==> src/rtl/sdram_start_ctrl_pkg.sv <==
// Shared encodings for the SDRAM start/done sequencer: FSM states, register map, bit positions.
package sdram_start_ctrl_pkg;

  typedef enum logic [1:0] {
    ST_IDLE   = 2'd0,
    ST_START  = 2'd1,
    ST_WAIT   = 2'd2,
    ST_FINISH = 2'd3
  } state_t;

  localparam logic [1:0] ADDR_CTRL    = 2'd0;
  localparam logic [1:0] ADDR_STATUS  = 2'd1;
  localparam logic [1:0] ADDR_TIMEOUT = 2'd2;
  localparam logic [1:0] ADDR_COUNT   = 2'd3;

  localparam int CTRL_GO     = 0;
  localparam int CTRL_IRQ_EN = 1;
  localparam int CTRL_ABORT  = 2;

  localparam int STAT_BUSY    = 0;
  localparam int STAT_DONE    = 1;
  localparam int STAT_TIMEOUT = 2;
  localparam int STAT_ABORTED = 3;
  localparam int STAT_OVERRUN = 4;

endpackage

==> src/rtl/sdram_start_ctrl_sync_edge_detect.sv <==
// Two-flop synchronizer for an asynchronous level, followed by a registered rising-edge pulse.
// A rising input shows up as a one-cycle pulse three clocks later.
module sync_edge_detect (
  input  logic clk,
  input  logic rst,
  input  logic din,
  output logic pulse
);

  // sync[1:0] is the synchronizer chain, sync[2] holds the previous synchronized level
  logic [2:0] sync;

  always_ff @(posedge clk or posedge rst) begin
    if (rst) begin
      sync  <= '0;
      pulse <= 1'b0;
    end else begin
      sync  <= {sync[1:0], din};
      pulse <= sync[1] & ~sync[2];
    end
  end

endmodule

==> src/rtl/sdram_start_ctrl.sv <==
// Avalon-MM sequencer for the SDRAM transfer engine: GO launches a fixed-width start pulse,
// then waits for done with an optional timeout; sticky status, completion count, level irq.
module sdram_start_ctrl
  import sdram_start_ctrl_pkg::*;
#(
  parameter int unsigned TIMEOUT_W       = 24,
  parameter int unsigned DEFAULT_TIMEOUT = 1000000,
  parameter int unsigned START_CYCLES    = 4
) (
  input  logic        clk,
  input  logic        reset,
  input  logic [1:0]  address,
  input  logic        chipselect,
  input  logic        write_n,
  input  logic [31:0] writedata,
  output logic [31:0] readdata,
  output logic        irq,
  output logic        start_out,
  input  logic        done_in
);

  state_t               state;
  state_t               state_nxt;
  logic [3:0]           pulse_cnt;
  logic [TIMEOUT_W-1:0] timer;
  logic [TIMEOUT_W-1:0] timeout_reg;
  logic                 timer_en;
  logic                 irq_en;
  logic                 st_done;
  logic                 st_timeout;
  logic                 st_aborted;
  logic                 st_overrun;
  logic [31:0]          op_count;
  logic [31:0]          rd_mux;
  logic                 done_evt;
  logic                 wr;
  logic                 wr_ctrl;
  logic                 wr_status;
  logic                 wr_timeout;
  logic                 go;
  logic                 abort;
  logic                 busy;
  logic                 timer_hit;
  logic                 op_start;
  logic                 set_done;
  logic                 set_timeout;
  logic                 set_aborted;
  logic                 set_overrun;
  logic                 unused_wdata;

  assign unused_wdata = ^writedata;

  sync_edge_detect u_done_sync (
    .clk   (clk),
    .rst   (reset),
    .din   (done_in),
    .pulse (done_evt)
  );

  assign wr         = chipselect & ~write_n;
  assign wr_ctrl    = wr && (address == ADDR_CTRL);
  assign wr_status  = wr && (address == ADDR_STATUS);
  assign wr_timeout = wr && (address == ADDR_TIMEOUT);
  assign go         = wr_ctrl & writedata[CTRL_GO];
  assign abort      = wr_ctrl & writedata[CTRL_ABORT];
  assign busy       = (state != ST_IDLE);
  // Expiry is the cycle the timer would decrement from 1 to 0; a zero load disables it.
  assign timer_hit  = timer_en && (timer == TIMEOUT_W'(1));

  always_comb begin
    state_nxt   = state;
    op_start    = 1'b0;
    set_done    = 1'b0;
    set_timeout = 1'b0;
    set_aborted = 1'b0;
    set_overrun = 1'b0;
    case (state)
      ST_IDLE: begin
        if (go) begin
          state_nxt = ST_START;
          op_start  = 1'b1;
        end
      end
      ST_START: begin
        set_overrun = go;
        if (abort) begin
          state_nxt   = ST_IDLE;
          set_aborted = 1'b1;
        end else if (timer_hit) begin
          state_nxt   = ST_IDLE;
          set_timeout = 1'b1;
        end else if (pulse_cnt == 4'd1) begin
          state_nxt = ST_WAIT;
        end
      end
      ST_WAIT: begin
        set_overrun = go;
        if (abort) begin
          state_nxt   = ST_IDLE;
          set_aborted = 1'b1;
        end else if (done_evt) begin
          state_nxt = ST_FINISH;
          set_done  = 1'b1;
        end else if (timer_hit) begin
          state_nxt   = ST_IDLE;
          set_timeout = 1'b1;
        end
      end
      ST_FINISH: begin
        set_overrun = go;
        state_nxt   = ST_IDLE;
      end
      default: state_nxt = ST_IDLE;
    endcase
  end

  always_ff @(posedge clk or posedge reset) begin
    if (reset) begin
      state     <= ST_IDLE;
      start_out <= 1'b0;
    end else begin
      state     <= state_nxt;
      start_out <= (state_nxt == ST_START);
    end
  end

  // The timer copies TIMEOUT only at launch, so register writes mid-operation wait for the next GO.
  always_ff @(posedge clk or posedge reset) begin
    if (reset) begin
      pulse_cnt <= '0;
      timer     <= '0;
      timer_en  <= 1'b0;
    end else if (op_start) begin
      pulse_cnt <= 4'(START_CYCLES);
      timer     <= timeout_reg;
      timer_en  <= (timeout_reg != '0);
    end else begin
      if (state == ST_START)
        pulse_cnt <= pulse_cnt - 4'd1;
      if (((state == ST_START) || (state == ST_WAIT)) && timer_en)
        timer <= timer - TIMEOUT_W'(1);
    end
  end

  always_ff @(posedge clk or posedge reset) begin
    if (reset) begin
      irq_en      <= 1'b0;
      timeout_reg <= TIMEOUT_W'(DEFAULT_TIMEOUT);
      st_done     <= 1'b0;
      st_timeout  <= 1'b0;
      st_aborted  <= 1'b0;
      st_overrun  <= 1'b0;
      op_count    <= '0;
      irq         <= 1'b0;
      readdata    <= '0;
    end else begin
      if (wr_ctrl)
        irq_en <= writedata[CTRL_IRQ_EN];
      if (wr_timeout)
        timeout_reg <= writedata[TIMEOUT_W-1:0];
      // Hardware set beats a same-cycle write-1-to-clear.
      st_done    <= set_done    | (st_done    & ~(wr_status & writedata[STAT_DONE]));
      st_timeout <= set_timeout | (st_timeout & ~(wr_status & writedata[STAT_TIMEOUT]));
      st_aborted <= set_aborted | (st_aborted & ~(wr_status & writedata[STAT_ABORTED]));
      st_overrun <= set_overrun | (st_overrun & ~(wr_status & writedata[STAT_OVERRUN]));
      if (set_done)
        op_count <= op_count + 32'd1;
      irq      <= irq_en & (st_done | st_timeout);
      readdata <= rd_mux;
    end
  end

  always_comb begin
    rd_mux = '0;
    case (address)
      ADDR_CTRL:   rd_mux[CTRL_IRQ_EN] = irq_en;
      ADDR_STATUS: begin
        rd_mux[STAT_BUSY]    = busy;
        rd_mux[STAT_DONE]    = st_done;
        rd_mux[STAT_TIMEOUT] = st_timeout;
        rd_mux[STAT_ABORTED] = st_aborted;
        rd_mux[STAT_OVERRUN] = st_overrun;
      end
      ADDR_TIMEOUT: rd_mux = 32'(timeout_reg);
      ADDR_COUNT:   rd_mux = op_count;
      default:      rd_mux = '0;
    endcase
  end

endmodule

==> config.mk <==
export PLATFORM = sky130hd
export DESIGN_NAME = sdram_start_ctrl
export DESIGN_NICKNAME = d
export VERILOG_FILES = /design/src/rtl/sdram_start_ctrl_pkg.sv /design/src/rtl/sdram_start_ctrl_sync_edge_detect.sv /design/src/rtl/sdram_start_ctrl.sv
export SDC_FILE = /design/constraint.sdc
export NUM_CORES = 1
export LEC_CHECK = 0
export ABC_AREA = 1
export ABC_CLOCK_PERIOD_IN_PS = 7050
export CORE_MARGIN = 4
export CORE_UTILIZATION = 45
export CTS_BUF_LIST = sky130_fd_sc_hd__clkbuf_8
export DETAILED_ROUTE_END_ITERATION = 16
export PLACE_DENSITY = 0.66
export SLEW_MARGIN = 10
export SYNTH_ARGS = -nofsm -noshare
export SYNTH_HDL_FRONTEND = slang
export SYNTH_SLANG_ARGS = --single-unit
==> constraint.sdc <==
create_clock -name clk -period 7.05 [get_ports clk]
set_clock_uncertainty 0.05 [all_clocks]
set_input_delay 2.115 -clock clk [delete_from_list [all_inputs] [get_ports clk]]
set_output_delay 2.115 -clock clk [all_outputs]
set_load 0.005 [all_outputs]
==> summary.md <==
| Metric | Value |
|---|---|
| Final Hold Fails | `0` |
| Setup tns final | `0 ns` |
| Final setup fails | `0` |
| Vias | `5398` |
| Synthesized net count | `830` |
| Type of origin of the critical path | `input pin` |
| Grt total ovfl | `0` |
| Total routed wirelength | `15.8 mm` |
| Die W | `128 um` |
| Worst reg2reg endpoint | `timer[1]$_DFFE_PP0P_` |
| Cells after synthesis | `783` |
| Post-DRT Antenna Nets | `0` |
| Most used cell, CP | `nand2_1` |
| Initial antenna violation count | `0` |
| Slowest stage delay, CP | `0.52 ns` |
| R2R cell count | `7` |
| Largest family of logic cells by synthesized area | `simple AND/OR/NAND/NOR gates` |
| Max Clk Rate | `0.251 GHz` |
| Number of enable flip-flop cells after synthesis | `0` |
| Nets@finish | `896` |
| PD cells | `300 nW/um^2` |
| Core box area | `14000 um^2` |
| Die area | `16300 um^2` |
| CTS tree | `yes` |
| Area leader, netlist | `dfrtp_1` |
| Vias in the first global route | `5560` |
| R2R Path Start | `state[1]$_DFF_PP0_` |
| Final Cell Area | `7690 um^2` |
| Top cell type's share of synthesized area | `47.7%` |
| XOR/XNOR Fraction of Synth Area | `4.87%` |
| Syn avg cell area | `8.24 um^2` |
| Relative slew slack | `44.2%` |
| Vias/cell | `5.18` |
| WHS | `0.303 ns` |
| Clk pin slew, worst setup/hold paths | `0.08 ns` |
| Die height | `128 um` |
| Wire per inst | `15.2 um` |
| Starting Density | `46.1%` |
| Final Max Tran Viols | `0` |
| R2R setup slack | `4.74 ns` |
| Post-synth top cells | `180 x nand2_1, 123 x dfrtp_1, 115 x inv_1` |
| CP required | `7.32 ns` |
| Worst slew pin tran | `0.835 ns` |
| Non-filler instance count after layout | `1042` |
| Layout cell share with drive strength beyond 1 | `7.89%` |
| Post-synthesis sequential area ratio | `50.5%` |
| Synth Area in Compound Gates | `9.94%` |
| CP Cell Sequence | `clkdlybuf4s50_1 -> nor2_2 -> nand2_2 -> inv_2 -> nand3_4 -> nand2_1 -> inv_1 -> nand2_1 -> o221ai_1` |
| HPWL after DPL | `11.4 mm` |
| Top delay family on crit path | `simple AND/OR/NAND/NOR gates` |
| Max-cap violations | `0` |
| Clk_lat worst skew | `0.45 ns` |
| CTS Hold Bufs | `0` |
| Crit. End Element | `register` |
| #FFs+latches synth | `130` |
| FP Rows | `43` |
| Clock root cell | `clkbuf_8` |
| Post-CTS sizing | `0` |
| Critical Path Start | `address[0]` |
| Top Registers | `op_count x32, readdata x32` |
| IO Pins | `73` |
| CTS sink cnt | `130` |
| Static leakage | `3.73 nW` |
| Setup crit end | `timer[1]$_DFFE_PP0P_` |
| Peak VDD IR | `0.000125 V` |
| Crit-path max FO | `25` |
| N_diodes | `0` |
| Routability cong. | `0.914` |
| RSZ-0062 raised after global routing | `no` |
| DR iter-0 viols | `377` |
| DRC | `0` |
| GRT Total Usage | `20.6%` |
| Critical path's slowest cell | `nand2_1` |
| Placed cell areas | `7240 um^2` |
| Async set or reset register ratio after synthesis | `100%` |
| Minimum clock period | `3.99 ns` |
| Yosys warning count | `0` |
| Top-count cell post-synth | `nand2_1` |
| Largest net degree at the start of global routing | `89` |
| Pwr Total | `2.31 mW` |
| Post-Syn Area | `6450 um^2` |
| Num CTS Buffers | `17` |
| Critical path arrival | `4.26 ns` |
| Clock Tree Buf Depth | `2` |
| IO Port Bufs | `64` |
| Main synth FF type | `dfrtp_1` |
| # placed instances | `1010` |
| First-pass GRT wire length | `26.8 mm` |
| Simple-gate share of the synthesized area | `24.7%` |
| Worst min-delay path category | `register to register` |
| Levels on crit path | `9` |
| Setup bufs post-CTS | `0` |
| Unique masters post-synth | `40` |
| Crit path buffers/inverters | `3` |
| Kind of critical path | `input pin to register` |
| Syn-to-layout area delta | `19.2%` |
| Detailed Routing Iterations Pass 1 | `5` |
| Htree depth | `4` |
| Synth Area in Adders | `1.55%` |
| Synth area leaders | `dfrtp_1 48%, nand2_1 10%, inv_1 6.7%, nor2_1 5.4%, xor2_1 4.3%` |
| Status | `finished, final reports clean` |
| Multiplexer area fraction after synthesis | `0%` |
| Final Cycle Share | `56.6%` |
[power by group]
| part | total, mW | switching [mW] | internal [mW] | leakage [nW] |
|---|---|---|---|---|
| Sequential | 1.01 | 0.116 | 0.898 | 1.61 |
| Combinational | 0.587 | 0.362 | 0.226 | 1.91 |
| Clock | 0.710 | 0.307 | 0.403 | 0.218 |
[final cells by class]
class,count,area [um^2]
Fill cell,1250,6300
Sequential cell,130,3260
Multi-Input combinational cell,515,2650
Timing Repair Buffer,66,656
Inverter,119,452
Clock buffer,19,262
Tap cell,180,225
Clock inverter,13,184
[cells by family (layout without fill, tap and decap cells)]
logic type	Yosys count	count (layout)
DFF	130	130
AOI/OAI and AO/OA	111	111
xor gates and xnor gates	35	35
buffers and inverters	138	217
adders and majority gates	8	8
and+or+nand+nor	361	361
[how the worst min path moves through the flow]
stage / end / depth (start not counted) / startpoint
final: u_done_sync.sync[1]$_DFF_PP0_ / 0 / u_done_sync.sync[0]$_DFF_PP0_
after detailed placement: u_done_sync.sync[1]$_DFF_PP0_ / 0 / u_done_sync.sync[0]$_DFF_PP0_
after global routing: u_done_sync.sync[1]$_DFF_PP0_ / 0 / u_done_sync.sync[0]$_DFF_PP0_
after floorplan: u_done_sync.sync[1]$_DFF_PP0_ / 0 / u_done_sync.sync[0]$_DFF_PP0_
after CTS: u_done_sync.sync[1]$_DFF_PP0_ / 0 / u_done_sync.sync[0]$_DFF_PP0_
after global placement: u_done_sync.sync[1]$_DFF_PP0_ / 0 / u_done_sync.sync[0]$_DFF_PP0_
[placed cells by master (no fill, tap or decap), types with 3 or more instances in the layout]
cell type and n:
clkbuf_8 19, clkinvlp_4 3, nor3_1 15, o21ai_0 35, clkinv_4 3, inv_1 114, a21oi_1 33, nor3_2 3
o21ai_1 4, inv_2 4, bufinv_16 4, dfstp_2 7, ha_1 8, clkdlybuf4s50_1 64, nand2_1 180, o22ai_1 17
o211ai_1 4, nor4_1 6, nand4_1 10, nor2_1 93, clkinv_2 3, nor2_2 6, o21bai_1 4, nand3_1 35
dfrtp_1 123, nand2_2 4, o221ai_1 8, xor2_1 32
[per-layer routing]
layer  GRT usage [%]  vias to the layer above  wire length [um]
li1                -                     2624                 -
met2            34.4                      121              7970
met1            26.5                     2630              6940
met3            5.29                       23               621
met4            5.99                        0               287
met5               0                        -                 0
[through the flow]
step | util [%] | setup slack [ns]
after floorplan | - | 1.43
final | 55.0 | 3.06
after global placement | 51.8 | 2.63
after detailed placement | 51.8 | 2.61
after global routing | 55.0 | 2.91
after CTS | 55.0 | 3.09
[worst reg2reg max path: stages (launching register included)]
cell and delay, ns:
dfrtp_1 0.42, inv_1 0.12, ha_1 0.26, nand3_4 0.30, nand2_1 0.52, inv_1 0.28, nand2_1 0.12, o221ai_1 0.12
No activity file was read; power rests on OpenSTA's default activity.
